--- config.mk ---
export PLATFORM = sky130hd
export DESIGN_NAME = boot_loader_flat
export DESIGN_NICKNAME = d
export VERILOG_FILES = /design/src/rtl/boot_loader_if.sv /design/src/rtl/boot_loader.sv /design/src/flat_wrapper.sv
export SDC_FILE = /design/constraint.sdc
export NUM_CORES = 1
export LEC_CHECK = 0
export BUFFER_PORTS_ARGS = -buffer_cell sky130_fd_sc_hd__buf_2
export CELL_PAD_IN_SITES_DETAIL_PLACEMENT = 2
export CELL_PAD_IN_SITES_GLOBAL_PLACEMENT = 2
export CORE_MARGIN = 3
export CORE_UTILIZATION = 36
export CTS_BUF_LIST = sky130_fd_sc_hd__clkbuf_16
export DETAILED_ROUTE_END_ITERATION = 8
export GPL_ROUTABILITY_DRIVEN = 0
export HOLD_SLACK_MARGIN = 0.03
export PLACE_DENSITY = 0.84
export SLEW_MARGIN = 20
export SYNTH_ARGS = -nofsm -noshare
export SYNTH_HDL_FRONTEND = slang
export SYNTH_SLANG_ARGS = --single-unit
--- constraint.sdc ---
create_clock -name clk -period 2.15 [get_ports clk]
set_input_delay 0.215 -clock clk [delete_from_list [all_inputs] [get_ports clk]]
set_output_delay 0.215 -clock clk [all_outputs]
set_load 0.01 [all_outputs]
--- src/rtl/boot_loader_if.sv ---
// Byte-stream intake and instruction-memory write bus of the boot loader.
// The byte source/observer uses master; the loader uses slave.
interface boot_loader_if #(
    parameter int ADDR_W = 32
);
    logic              rx_valid;
    logic [7:0]        rx_data;
    logic              rx_ready;
    logic              imem_we;
    logic [ADDR_W-1:0] imem_addr;
    logic [31:0]       imem_wdata;
    logic              core_rst_n;
    logic              done;
    logic              error;

    modport master (
        output rx_valid, rx_data,
        input  rx_ready, imem_we, imem_addr, imem_wdata, core_rst_n, done, error
    );

    modport slave (
        input  rx_valid, rx_data,
        output rx_ready, imem_we, imem_addr, imem_wdata, core_rst_n, done, error
    );
endinterface

--- src/rtl/boot_loader.sv ---
// Loads a LEN-prefixed little-endian word stream into imem, then releases the core; 5 cycles/word + 2 for LEN.
// Backpressure: rx_ready drops during the write cycle and stays low once done or rejected.
module boot_loader #(
    parameter int MAX_WORDS = 1024,
    parameter int ADDR_W    = 32
) (
    input logic         clk,
    input logic         rst,
    boot_loader_if.slave bus
);
    localparam int IDX_W = $clog2(MAX_WORDS + 1);

    typedef enum logic [2:0] {
        LEN_LO,
        LEN_HI,
        DATA,
        WRITE,
        DONE,
        ERR
    } state_t;

    state_t           state;
    state_t           state_nxt;
    logic [15:0]      len;
    logic [IDX_W-1:0] word_idx;
    logic [1:0]       byte_idx;
    logic [23:0]      word_buf;
    logic             accept;
    logic [15:0]      len_in;
    logic [15:0]      idx_inc;

    assign accept  = bus.rx_valid & bus.rx_ready;
    assign len_in  = {bus.rx_data, len[7:0]};
    assign idx_inc = 16'(word_idx) + 16'd1;

    always_comb begin
        state_nxt = state;
        case (state)
            LEN_LO: if (accept) state_nxt = LEN_HI;
            LEN_HI: begin
                if (accept) begin
                    if (len_in == 16'd0)
                        state_nxt = DONE;
                    else if (32'(len_in) > 32'(MAX_WORDS))
                        state_nxt = ERR;
                    else
                        state_nxt = DATA;
                end
            end
            DATA:   if (accept && byte_idx == 2'd3) state_nxt = WRITE;
            WRITE:  state_nxt = (idx_inc == len) ? DONE : DATA;
            DONE:   state_nxt = DONE;
            ERR:    state_nxt = ERR;
            default: state_nxt = LEN_LO;
        endcase
    end

    // Handshake and status outputs are registered from the next state so they are glitch-free.
    always_ff @(posedge clk or negedge rst) begin
        if (!rst) begin
            state          <= LEN_LO;
            len            <= '0;
            word_idx       <= '0;
            byte_idx       <= '0;
            word_buf       <= '0;
            bus.rx_ready   <= 1'b0;
            bus.imem_we    <= 1'b0;
            bus.imem_addr  <= '0;
            bus.imem_wdata <= '0;
            bus.core_rst_n <= 1'b0;
            bus.done       <= 1'b0;
            bus.error      <= 1'b0;
        end else begin
            state          <= state_nxt;
            bus.rx_ready   <= (state_nxt == LEN_LO) || (state_nxt == LEN_HI) || (state_nxt == DATA);
            bus.imem_we    <= (state_nxt == WRITE);
            bus.core_rst_n <= (state_nxt == DONE);
            bus.done       <= (state_nxt == DONE);
            bus.error      <= (state_nxt == ERR);

            if (accept) begin
                case (state)
                    LEN_LO: len[7:0]  <= bus.rx_data;
                    LEN_HI: len[15:8] <= bus.rx_data;
                    DATA: begin
                        byte_idx <= byte_idx + 2'd1;
                        case (byte_idx)
                            2'd0: word_buf[7:0]   <= bus.rx_data;
                            2'd1: word_buf[15:8]  <= bus.rx_data;
                            2'd2: word_buf[23:16] <= bus.rx_data;
                            default: begin
                                bus.imem_wdata <= {bus.rx_data, word_buf};
                                bus.imem_addr  <= ADDR_W'({word_idx, 2'b00});
                            end
                        endcase
                    end
                    default: ;
                endcase
            end

            if (state == WRITE) begin
                word_idx <= word_idx + IDX_W'(1);
                byte_idx <= '0;
            end
        end
    end
endmodule

--- src/flat_wrapper.sv ---
// flat-port wrapper written by rule: the top's interface ports become plain ports
module boot_loader_flat 
#(
    parameter int MAX_WORDS = 1024,
    parameter int ADDR_W    = 32
)
  (clk, rst, bus_rx_valid, bus_rx_data, bus_rx_ready, bus_imem_we, bus_imem_addr, bus_imem_wdata, bus_core_rst_n, bus_done, bus_error);
  boot_loader_if #(.ADDR_W(ADDR_W)) bus_i ();
  input logic clk;
  input logic rst;
  input wire logic [$bits(bus_i.rx_valid)-1:0] bus_rx_valid;
  input wire logic [$bits(bus_i.rx_data)-1:0] bus_rx_data;
  output wire logic [$bits(bus_i.rx_ready)-1:0] bus_rx_ready;
  output wire logic [$bits(bus_i.imem_we)-1:0] bus_imem_we;
  output wire logic [$bits(bus_i.imem_addr)-1:0] bus_imem_addr;
  output wire logic [$bits(bus_i.imem_wdata)-1:0] bus_imem_wdata;
  output wire logic [$bits(bus_i.core_rst_n)-1:0] bus_core_rst_n;
  output wire logic [$bits(bus_i.done)-1:0] bus_done;
  output wire logic [$bits(bus_i.error)-1:0] bus_error;
  assign bus_i.rx_valid = bus_rx_valid;
  assign bus_i.rx_data = bus_rx_data;
  assign bus_rx_ready = bus_i.rx_ready;
  assign bus_imem_we = bus_i.imem_we;
  assign bus_imem_addr = bus_i.imem_addr;
  assign bus_imem_wdata = bus_i.imem_wdata;
  assign bus_core_rst_n = bus_i.core_rst_n;
  assign bus_done = bus_i.done;
  assign bus_error = bus_i.error;
  boot_loader #(.MAX_WORDS(MAX_WORDS), .ADDR_W(ADDR_W)) u_core (.clk(clk), .rst(rst), .bus(bus_i));
endmodule
==> results.py <==
metrics = {
    "global_route": {
        "track_usage_pct": 19.3,
        "grt_overflow": 0,
        "antenna_found_initial": 0,
        "grt_pass1_vias": 3891,
        "grt_start_max_net_pins": 41,
        "grt_first_pass_wirelength_um": 21600,
    },
    "sta": {
        "max_slew_margin_pct": 61.1,
        "slew_violations": 0,
        "hold_viol_final": 0,
        "fin_crit_ns": 2.09,
        "setup_viol": 0,
        "finClkSkew_ns": 0.00746,
        "setup_tns_ns": 0,
        "max_clock_freq_mhz": 478,
        "tightest_slew_ns": 0.582,
        "period_share_pct": 97.4,
        "whs_ns": 0.174,
    },
    "placed_design": {
        "placed_area_um2": 5090,
        "placedCellCount": 661,
        "hpwl_um": 9260,
        "io_buffer_count": 58,
    },
    "floorplan": {
        "dieWidth_um": 119,
        "die_height_um": 119,
        "core_um2": 12300,
        "initial_core_util_pct": 37.6,
        "io_pins": 80,
        "dieArea_um2": 14300,
        "rows": 40,
    },
    "clock_network": {
        "h-tree-depth": 3,
        "cts-root-buf": "clkbuf_16",
        "clock-sinks": 103,
        "clk_latency_ns": 0.35,
        "numCtsBuffers": 9,
        "cts_tree": "built",
        "clkTransAtPathRegs_ns": 0.07,
        "clockBufferDepth": 2,
    },
    "synth": {
        "synth-main-ff-cell": "dfrtp_1",
        "synth.top_cell.area_share_pct": 55.6,
        "yosysSeqAreaShare_pct": 55.6,
        "yosysWarnings": 0,
        "yosys-top-cells-count": "nand2_1 (134), dfrtp_1 (103), mux2_2 (41)",
        "synth_top_area_cell": "dfrtp_1",
        "syn_inst": 440,
        "syn_area_um2": 4630,
        "synth_edf_count": 0,
        "ys_types": 46,
        "synthArstFlopShare_pct": 100,
        "ys_top_cells_by_area": "dfrtp_1 (56%), nand2_1 (11%), mux2_2 (10%), buf_4 (3.9%), xnor2_1 (2.6%)",
        "ys_ff_latch": 103,
        "syn_avg_cell_area_um2": 10.5,
        "synth_most_common_cell": "nand2_1",
    },
    "detailed_routing": {
        "vias_per_cell": 5.07,
        "vias": 3445,
        "detail_route.wl_per_cell_um": 19.8,
        "wl_um": 13500,
        "drc": 0,
        "drtIter0Drc": 181,
        "dr.pass1.iters": 4,
        "ant_nets": 0,
    },
    "final_layout": {
        "fillers": 1350,
        "fin_util_pct": 44.1,
        "fin_nets": 523,
        "area_growth_pct": 17.3,
        "n_antenna_cell": 0,
        "final_cell_count_no_fill": 679,
        "stdcell_area_um2": 5430,
        "drive_above_1_share_pct": 28.2,
    },
    "power": {
        "powerDensity_nw_per_um2": 785,
        "ir_drop_v": 0.000407,
        "p_leak_nw": 2.84,
    },
    "critical_path": {
        "start_kind": "flip-flop",
        "crit_type": "flip-flop to flip-flop",
        "worstPathRequired_ns": 2.39,
        "reg2reg_slack_ns": 0.06,
        "endpoint_kind": "flip-flop",
        "path_max_fanout": 5,
        "arrival_ns": 2.33,
    },
    "worst_hold_path": {
        "holdCritPathClass": "input pin to flip-flop",
    },
    "run_status": {
        "outcome": "completed",
    },
    "flow_run": {
        "cap_violations": 0,
    },
}
worst max-delay path: stages (launching register included):
cell and delay [ns]:
dfrtp_2 0.42, ha_4 0.17, buf_4 0.14, nand4_1 0.13
a311o_1 0.36, o211ai_1 0.16, a21boi_2 0.23, nand4_1 0.17
and3_1 0.21
timing repair:
action                                  CTS  global route
hold buffers                              1             0
endpoints found under the setup margin    3            68
cloned                                    0             0
setup buffers                             0             2
resized for setup                         3             8
hold endpoints to repair                 14             0
pin swaps                                 0             2
registers in the layout, indices dropped and copies added (netlist names):
name                   flops
u_core.bus.error           1
u_core.bus.imem_addr      11
u_core.word_buf           24
u_core.bus.imem_we         1
u_core.bus.core_rst_n      1
u_core.len                16
u_core.bus.imem_wdata     32
u_core.word_idx           11
u_core.bus.rx_ready        1
u_core.byte_idx            2
u_core.state               3
through the flow:
step,worst slack (ns),total power [W]
floorplan,0.140,0.00247
global placement,0.178,0.00262
detailed placement,0.0688,0.00265
CTS,0.00195,0.00428
global route,-0.0470,0.00444
finish,0.0565,0.00426
per-layer routing:
layer | up-vias | GRT usage (%) | share of wire [%]
met2 | 81 | 33.9 | 53
met4 | 0 | 7.73 | 2.4
met1 | 1789 | 24.0 | 42
met3 | 25 | 2.33 | 3.3
li1 | 1550 | - | -
met5 | - | 0 | 0
worst paths after layout:
check	startpoint	to	depth (start not counted)
hold / removal	bus_rx_data[5]	u_core.bus.imem_wdata[29]	3
min in group asynchronous	rst	u_core.word_idx[0]	2
setup reg to reg	u_core.word_idx[1]	u_core.bus.rx_ready	8
max in group asynchronous	rst	u_core.len[8]	3
hold reg to reg	u_core.word_buf[18]	u_core.bus.imem_wdata[18]	2
setup / recovery	u_core.word_idx[1]	u_core.bus.rx_ready	8
layout by cell type, fill, tap and decap left out, drive strengths merged, types with 2 or more instances in the layout:
master	instances
conb	21
nand2	134
buf	75
ha	5
clkbuf	9
nor2b	2
dfrtp	103
and4	2
and3	4
inv	8
or2	2
o21bai	2
o21a	2
o21ai	8
nand3	12
a41oi	2
clkinv	2
xor2	7
nor3	7
o22ai	2
mux2	41
or3	3
nand4	4
and2	3
xnor2	14
nor2	9
a31oi	3
a21oi	3
nor4	6
a22oi	2
cell type report:
cell class / instances / area [µm²] / share of cell area (%)
timing repair buffer: 76 / 443 / 8.15
clock inverter: 6 / 62.6 / 1.15
clock buffer: 9 / 225 / 4.15
inverter: 6 / 22.5 / 0.415
multi-input combinational: 311 / 1890 / 34.7
tap: 168 / 210 / 3.87
sequential: 103 / 2580 / 47.5
cells by family after synthesis:
logic type	Yosys count	synth area share [%]
flip-flops	103	55.6
AO/OA/AOI/OAI	31	4.67
other	1	0.0810
buffers and inverters	46	5.86
multiplexers	41	9.97
adder cells (fa/ha/maj)	5	1.35
XOR/XNOR	21	3.97
AND/OR/NAND/NOR	192	18.4
power by group:
group          internal (W)  switching (W)  total [W]
clock              0.000895       0.000735    0.00163
sequential          0.00206       0.000122    0.00218
combinational      0.000203       0.000253   0.000456
total               0.00315        0.00111    0.00426
Power figures use the tool's default switching activity.
